===== src/rtl/pcie_7x_v1_11_0_drp_arb.sv =====
// Round-robin owner arbiter and one-deep sequencer sharing a single GT DRP port.
// Define PCIE_DRP_ARB_TIMEOUT_EN to add the DRP_RDY watchdog (DRAIN path, DRP_TIMEOUT).
module pcie_7x_v1_11_0_drp_arb #(
    parameter int unsigned NUM_REQ     = 4,
    parameter logic [15:0] TIMEOUT_MAX = 16'd1023
) (
    input  logic                  DRP_CLK,
    input  logic                  DRP_RST,
    input  logic [NUM_REQ-1:0]    REQ,
    input  logic [NUM_REQ-1:0]    REQ_EN,
    input  logic [NUM_REQ-1:0]    REQ_WE,
    input  logic [NUM_REQ*8-1:0]  REQ_ADDR,
    input  logic [NUM_REQ*16-1:0] REQ_DI,
    output logic [NUM_REQ-1:0]    GNT,
    output logic [NUM_REQ-1:0]    REQ_RDY,
    output logic [15:0]           REQ_DO,
    input  logic [15:0]           DRP_DO,
    input  logic                  DRP_RDY,
    output logic [7:0]            DRP_ADDR,
    output logic                  DRP_EN,
    output logic [15:0]           DRP_DI,
    output logic                  DRP_WE,
    output logic                  DRP_TIMEOUT,
    output logic [3:0]            DRP_FSM
);

    localparam int unsigned IW = (NUM_REQ > 1) ? $clog2(NUM_REQ) : 1;

    typedef enum logic [3:0] {
        StIdle  = 4'b0001,
        StOwn   = 4'b0010,
        StBusy  = 4'b0100,
        StDrain = 4'b1000
    } state_e;

    state_e        state_q;
    logic [IW-1:0] gnt_idx_q;
    logic [IW-1:0] rr_ptr_q;
    logic [IW-1:0] winner;
    logic [IW-1:0] next_ptr;
    logic          any_req;
    int            scan_idx;

    // First set REQ bit scanning upward from the round-robin pointer, wrapping.
    always_comb begin
        winner   = '0;
        any_req  = 1'b0;
        scan_idx = 0;
        for (int i = 0; i < int'(NUM_REQ); i++) begin
            scan_idx = int'(rr_ptr_q) + i;
            if (scan_idx >= int'(NUM_REQ)) scan_idx = scan_idx - int'(NUM_REQ);
            if (!any_req && REQ[scan_idx]) begin
                any_req = 1'b1;
                winner  = IW'(scan_idx);
            end
        end
    end

    assign next_ptr = (gnt_idx_q == IW'(NUM_REQ - 1)) ? '0 : gnt_idx_q + 1'b1;
    assign DRP_FSM  = state_q;

`ifdef PCIE_DRP_ARB_TIMEOUT_EN
    logic [15:0] tmo_cnt_q;
    logic        timeout_q;
    assign DRP_TIMEOUT = timeout_q;
`else
    logic unused_tmo;
    assign unused_tmo  = ^TIMEOUT_MAX;
    assign DRP_TIMEOUT = 1'b0;
`endif

    always_ff @(posedge DRP_CLK) begin
        if (DRP_RST) begin
            state_q   <= StIdle;
            gnt_idx_q <= '0;
            rr_ptr_q  <= '0;
            GNT       <= '0;
            REQ_RDY   <= '0;
            REQ_DO    <= '0;
            DRP_EN    <= 1'b0;
            DRP_WE    <= 1'b0;
            DRP_ADDR  <= '0;
            DRP_DI    <= '0;
`ifdef PCIE_DRP_ARB_TIMEOUT_EN
            tmo_cnt_q <= '0;
            timeout_q <= 1'b0;
`endif
        end else begin
            REQ_RDY <= '0;
            DRP_EN  <= 1'b0;
            DRP_WE  <= 1'b0;
            case (state_q)
                StIdle: begin
                    if (any_req) begin
                        GNT       <= {{(NUM_REQ-1){1'b0}}, 1'b1} << winner;
                        gnt_idx_q <= winner;
                        state_q   <= StOwn;
                    end
                end
                StOwn: begin
                    // A strobe beats a simultaneous release; release is taken after RDY.
                    if (REQ_EN[gnt_idx_q]) begin
                        DRP_EN   <= 1'b1;
                        DRP_WE   <= REQ_WE[gnt_idx_q];
                        DRP_ADDR <= REQ_ADDR[8*gnt_idx_q +: 8];
                        DRP_DI   <= REQ_DI[16*gnt_idx_q +: 16];
                        state_q  <= StBusy;
`ifdef PCIE_DRP_ARB_TIMEOUT_EN
                        tmo_cnt_q <= '0;
`endif
                    end else if (!REQ[gnt_idx_q]) begin
                        GNT      <= '0;
                        rr_ptr_q <= next_ptr;
                        state_q  <= StIdle;
                    end
                end
                StBusy: begin
                    if (DRP_RDY) begin
                        REQ_RDY <= GNT;
                        REQ_DO  <= DRP_DO;
                        if (REQ[gnt_idx_q]) begin
                            state_q <= StOwn;
                        end else begin
                            GNT      <= '0;
                            rr_ptr_q <= next_ptr;
                            state_q  <= StIdle;
                        end
                    end
`ifdef PCIE_DRP_ARB_TIMEOUT_EN
                    else if (tmo_cnt_q == TIMEOUT_MAX) begin
                        timeout_q <= 1'b1;
                        state_q   <= StDrain;
                    end else begin
                        tmo_cnt_q <= tmo_cnt_q + 16'd1;
                    end
`endif
                end
`ifdef PCIE_DRP_ARB_TIMEOUT_EN
                StDrain: begin
                    REQ_RDY <= GNT;
                    REQ_DO  <= 16'hFFFF;
                    if (REQ[gnt_idx_q]) begin
                        state_q <= StOwn;
                    end else begin
                        GNT      <= '0;
                        rr_ptr_q <= next_ptr;
                        state_q  <= StIdle;
                    end
                end
`endif
                default: state_q <= StIdle;
            endcase
        end
    end

endmodule


===== config.mk =====
export PLATFORM = sky130hd
export DESIGN_NAME = pcie_7x_v1_11_0_drp_arb
export DESIGN_NICKNAME = d
export VERILOG_FILES = /design/src/rtl/pcie_7x_v1_11_0_drp_arb.sv
export SDC_FILE = /design/constraint.sdc
export NUM_CORES = 1
export LEC_CHECK = 0
export ABC_AREA = 1
export BUFFER_PORTS_ARGS = -buffer_cell sky130_fd_sc_hd__buf_2
export CAP_MARGIN = 15
export CORE_UTILIZATION = 48
export DETAILED_ROUTE_END_ITERATION = 16
export HOLD_SLACK_MARGIN = 0.1
export PLACE_DENSITY = 0.86
export SYNTH_ARGS = -nofsm -noshare
export SYNTH_HDL_FRONTEND = slang
export SYNTH_SLANG_ARGS = --single-unit

===== constraint.sdc =====
create_clock -name DRP_CLK -period 3.79 [get_ports DRP_CLK]
set_clock_uncertainty 0.1 [all_clocks]
set_input_delay 0.9475 -clock DRP_CLK [delete_from_list [all_inputs] [get_ports DRP_CLK]]
set_output_delay 0.9475 -clock DRP_CLK [all_outputs]
set_load 0.02 [all_outputs]

==> results.md <==
Floorplan:
- The chip height is 83.3 um.
- The number of primary I/O pins is 182.
- The core region is 0.00635 mm2.
- The initial standard-cell utilization of the core is 0.500.
- The number of standard-cell rows in the floorplan is 29.
- The area of the die is 0.00694 mm2.
- The floorplan step set the die width to 83.3 um.

Synthesis:
- The dominant cell by count in the synthesized netlist is nand2_1.
- The flop and latch count out of synthesis is 57.
- In this run the cell area of the synthesized design comes to 0.00317 mm2.
- The fraction of the yosys area taken by sequential cells is 0.360.
- The cell type with the highest aggregate area in the netlist is dfxtp_1.
- Sorting the synthesized cells by how often they occur yields nand2_1, nor2_1, o21ai_0.
- The number of flops mapped to enable cells by yosys is 0.
- The leading register cell type out of synthesis is dfxtp_1.
- The mean instance size in the synthesized netlist is 6.41 um2.
- After synthesis, the share of flip-flops with an asynchronous set or reset is 0.
- Sorting the synthesized cells by area gives the leading types as dfxtp_1, nand2_1, nor2_1.
- The cell count after synthesis came out at 495.
- The area fraction of the dominant cell type after synthesis is 0.360.
- Yosys printed 0 warnings.
- The netlist uses 31 different library cells.

Detailed routing:
- Dividing the detail-routed wire length by the instance count gives 13.2 um.
- After detailed routing, the number of remaining DRC violations is 0.
- The routed design has 9730 um of wire.
- The pre-antenna-repair detailed-routing pass consisted of 5 iterations.
- Across all layers, the routed design uses 3928 vias.
- In this run the remaining antenna-violating nets after routing total 0.
- Dividing the detail-routed via count by the number of cells gives 5.32.
- The violation count after the first detailed-routing iteration is 242.

Worst setup path:
- STA classifies the critical path startpoint as a register.
- The kind of critical path is reg2reg.
- Of all nets on the critical path, the largest fanout is 54.
- The kind of cell with the highest combined delay on the critical path is buffers and inverters.
- The combined buffer and inverter count along the critical path is 2.
- The endpoint kind of the worst setup timing path is a register.
- The data arrival time of the critical path is 2.45 ns.
- The cell type of the slowest stage on the worst timing path is inv_2.
- The worst stage delay on the critical path is 0.56 ns.
- Data on the critical path is required at its endpoint by 3.94 ns.
- Walking the worst path, the cells encountered are inv_2 > nand2_1 > nand3_1 > and2_4 > nand2_4 > inv_2 > nand2_1 > a21oi_1.

Timing:
- Setup repair after global routing left no endpoint under its margin.
- The hold violation total from the final report is 0.
- The final cycle utilization of the critical path is 0.607.
- The transition time at the pin with the least slew margin is 0.770 ns.
- In the final timing run, aggregate negative setup slack is 0 ns.
- Measured against its own limit, the worst slew margin works out to 0.486.
- The max-slew violation count is 0.
- Setup violations remaining at the end of the flow were counted as 0.
- The worst path needs 2.30 ns of the cycle, external delays included.
- Based on the critical path, the design can be clocked at up to 434 MHz.

Placed design:
- Routability-driven placement finished with a final weighted congestion of 0.910.
- The post-detailed-placement half-perimeter wirelength is 7100 um.
- Including well taps, the total number of placed cells is 723.
- The number of buffers inserted by port buffering is 179.
- Once placement finished, the instance area stood at 0.00403 mm2.

Global route:
- The via count of the first global-routing pass is 3675.
- For met1 alone, demand over resource in global routing was 0.335.
- Entering global routing, the biggest net connects 58 pins.
- The initial antenna violation count was 0.
- Across every metal layer, demand over resource in global routing totals 0.284.
- The layer with the highest usage is met2.
- In the global route stage, met3 resource usage came out at 0.0567.
- The first-pass GRT wire length is 16100 um.
- The met2 demand-to-capacity share in global routing is 0.475.
- Summed over all layers, the global routing overflow is 0.

CTS:
- The number of hold buffers added after CTS was 0.
- The post-cts repair resize count is 0.
- The H-tree was split into 3 levels.
- Clock latency on the worst-skew pair, taken at its later pin, is 0.33 ns.
- The number of setup buffers added after CTS is 0.
- The clock-pin slew reported for the worst setup and hold paths after clock tree synthesis is 0.07 ns.
- The number of buffers created by CTS is 9.
- TritonCTS built the clock tree.
- The CTS sink count is 57.
- The cell at the root of the clock tree is clkbuf_8.
- In this run the deepest clock path goes through 2 buffers.

Power and ir drop:
- Of the total power, the share spent switching nets is 0.409.
- The fraction of power consumed by combinational cells is 0.433.
- The areal power density over the cells is 565 mW/mm2.
- Cell internal power was estimated by the tool at 0.00142 W.
- The analysis attributes to net switching a power of 0.000985 W.
- The power after layout is 0.00241 W.
- IR analysis of the VDD net gives a maximum drop of 0.000333 V.
- The sequential share of power is 0.300.
- The share of total power dissipated in the clock network is 0.267.
- The analysis attributes to cell leakage a power of 2.18 nW.

Layout:
- The total inserted antenna cells is 0.
- The relative area change from synthesis to final layout is 34.4%.
- The post-layout instance count excluding filler cells is 739.
- Of the cells placed in the final design, the portion with a size suffix greater than 1 is 0.346.
- For this run, the post-layout net count is 785.
- The final cell area excluding filler cells is 0.00426 mm2.

Outcome:
- The run finished with clean final reports.

Job:
- Across the run, the number of max-cap violations was 0.

Worst hold path:
- The class of the tightest hold or removal check is reg2reg.
## path summary, 6_finish.rpt
| kind | slack [ns] | from | endpoint | cells past startpoint |
|---|---|---|---|---|
| worst max-delay path | 1.49 | gnt_idx_q[0] | DRP_DI[12] | 8 |
| worst min-delay path | 0.35 | GNT[3] | REQ_RDY[3] | 2 |
| worst max register to register | 1.49 | gnt_idx_q[0] | DRP_DI[12] | 8 |
| worst min register to register | 0.35 | GNT[3] | REQ_RDY[3] | 2 |
## sequential cells by signal, summed over array words and instances (netlist names), 2 cells and up
signal	count
DRP_ADDR	8
DRP_DI	16
DRP_FSM	3
GNT	4
REQ_DO	16
REQ_RDY	4
gnt_idx_q	2
rr_ptr_q	2
## per-stage QoR
stage | hold slack [ns] | utilization | setup slack, ns
floorplan | 0.418 | - | 1.82
global placement | 0.338 | 0.635 | 1.38
detailed placement | 0.342 | 0.635 | 1.35
CTS | 0.348 | 0.671 | 1.53
global route | 0.371 | 0.671 | 1.22
finish | 0.346 | 0.671 | 1.49
## power by group through the flow
stage               sequential [W]  combinational (W)  clock [W]
floorplan                 0.000795           0.000708          0
global placement          0.000732            0.00100          0
detailed placement        0.000734            0.00103          0
finish                    0.000723            0.00104   0.000643
CTS                       0.000723            0.00103   0.000651
global route              0.000732            0.00117   0.000682
## logic make-up (layout without fill, tap and decap cells)
family	after synthesis	in the layout	synth area share
buffers and inverters	61	227	0.0844
AO/OA/AOI/OAI	130	130	0.217
AND/OR/NAND/NOR	245	245	0.334
other	1	2	0.00118
adder cells (fa/ha/maj)	1	1	0.00394
flip-flops	57	57	0.360
## worst register-to-register path: stages (launching register included)
cell	delay, ns
dfxtp_1	0.32
inv_2	0.56
nand2_1	0.14
nand3_1	0.10
and2_4	0.18
nand2_4	0.19
inv_2	0.38
nand2_1	0.10
a21oi_1	0.15
## cell type report
type | instances | area [um2]
fillers | 577 | 2090
multi-input cells | 378 | 1770
flip-flops and latches | 57 | 1140
repair buffers | 181 | 911
clock buffers | 11 | 151
inverters | 30 | 118
well taps | 77 | 96.3
clock inverters | 5 | 77.6
## per-layer routing
layer,up-vias,part of all wire
met5,-,0
li1,1946,-
met1,1784,0.40
met4,0,0.035
met2,164,0.50
met3,34,0.063
## cell usage in the layout (no fill, tap or decap), types with 2 or more instances in the layout
cell / netlist / layout
nand2_2: 11 / 11
buf_2: 5 / 179
inv_2: 5 / 5
conb_1: 1 / 2
dfxtp_1: 57 / 57
bufinv_16: 0 / 2
inv_1: 24 / 24
o21ai_1: 3 / 3
o21ai_0: 68 / 68
nand3_1: 18 / 18
nand2_1: 101 / 101
buf_4: 5 / 2
a21oi_1: 32 / 32
nand3_2: 2 / 2
nor2_2: 5 / 5
nor2_1: 99 / 99
o22ai_1: 24 / 24
nand2_4: 3 / 3
clkbuf_8: 0 / 11
clkinv_2: 0 / 2
No activity file was read; power rests on OpenSTA's default activity.
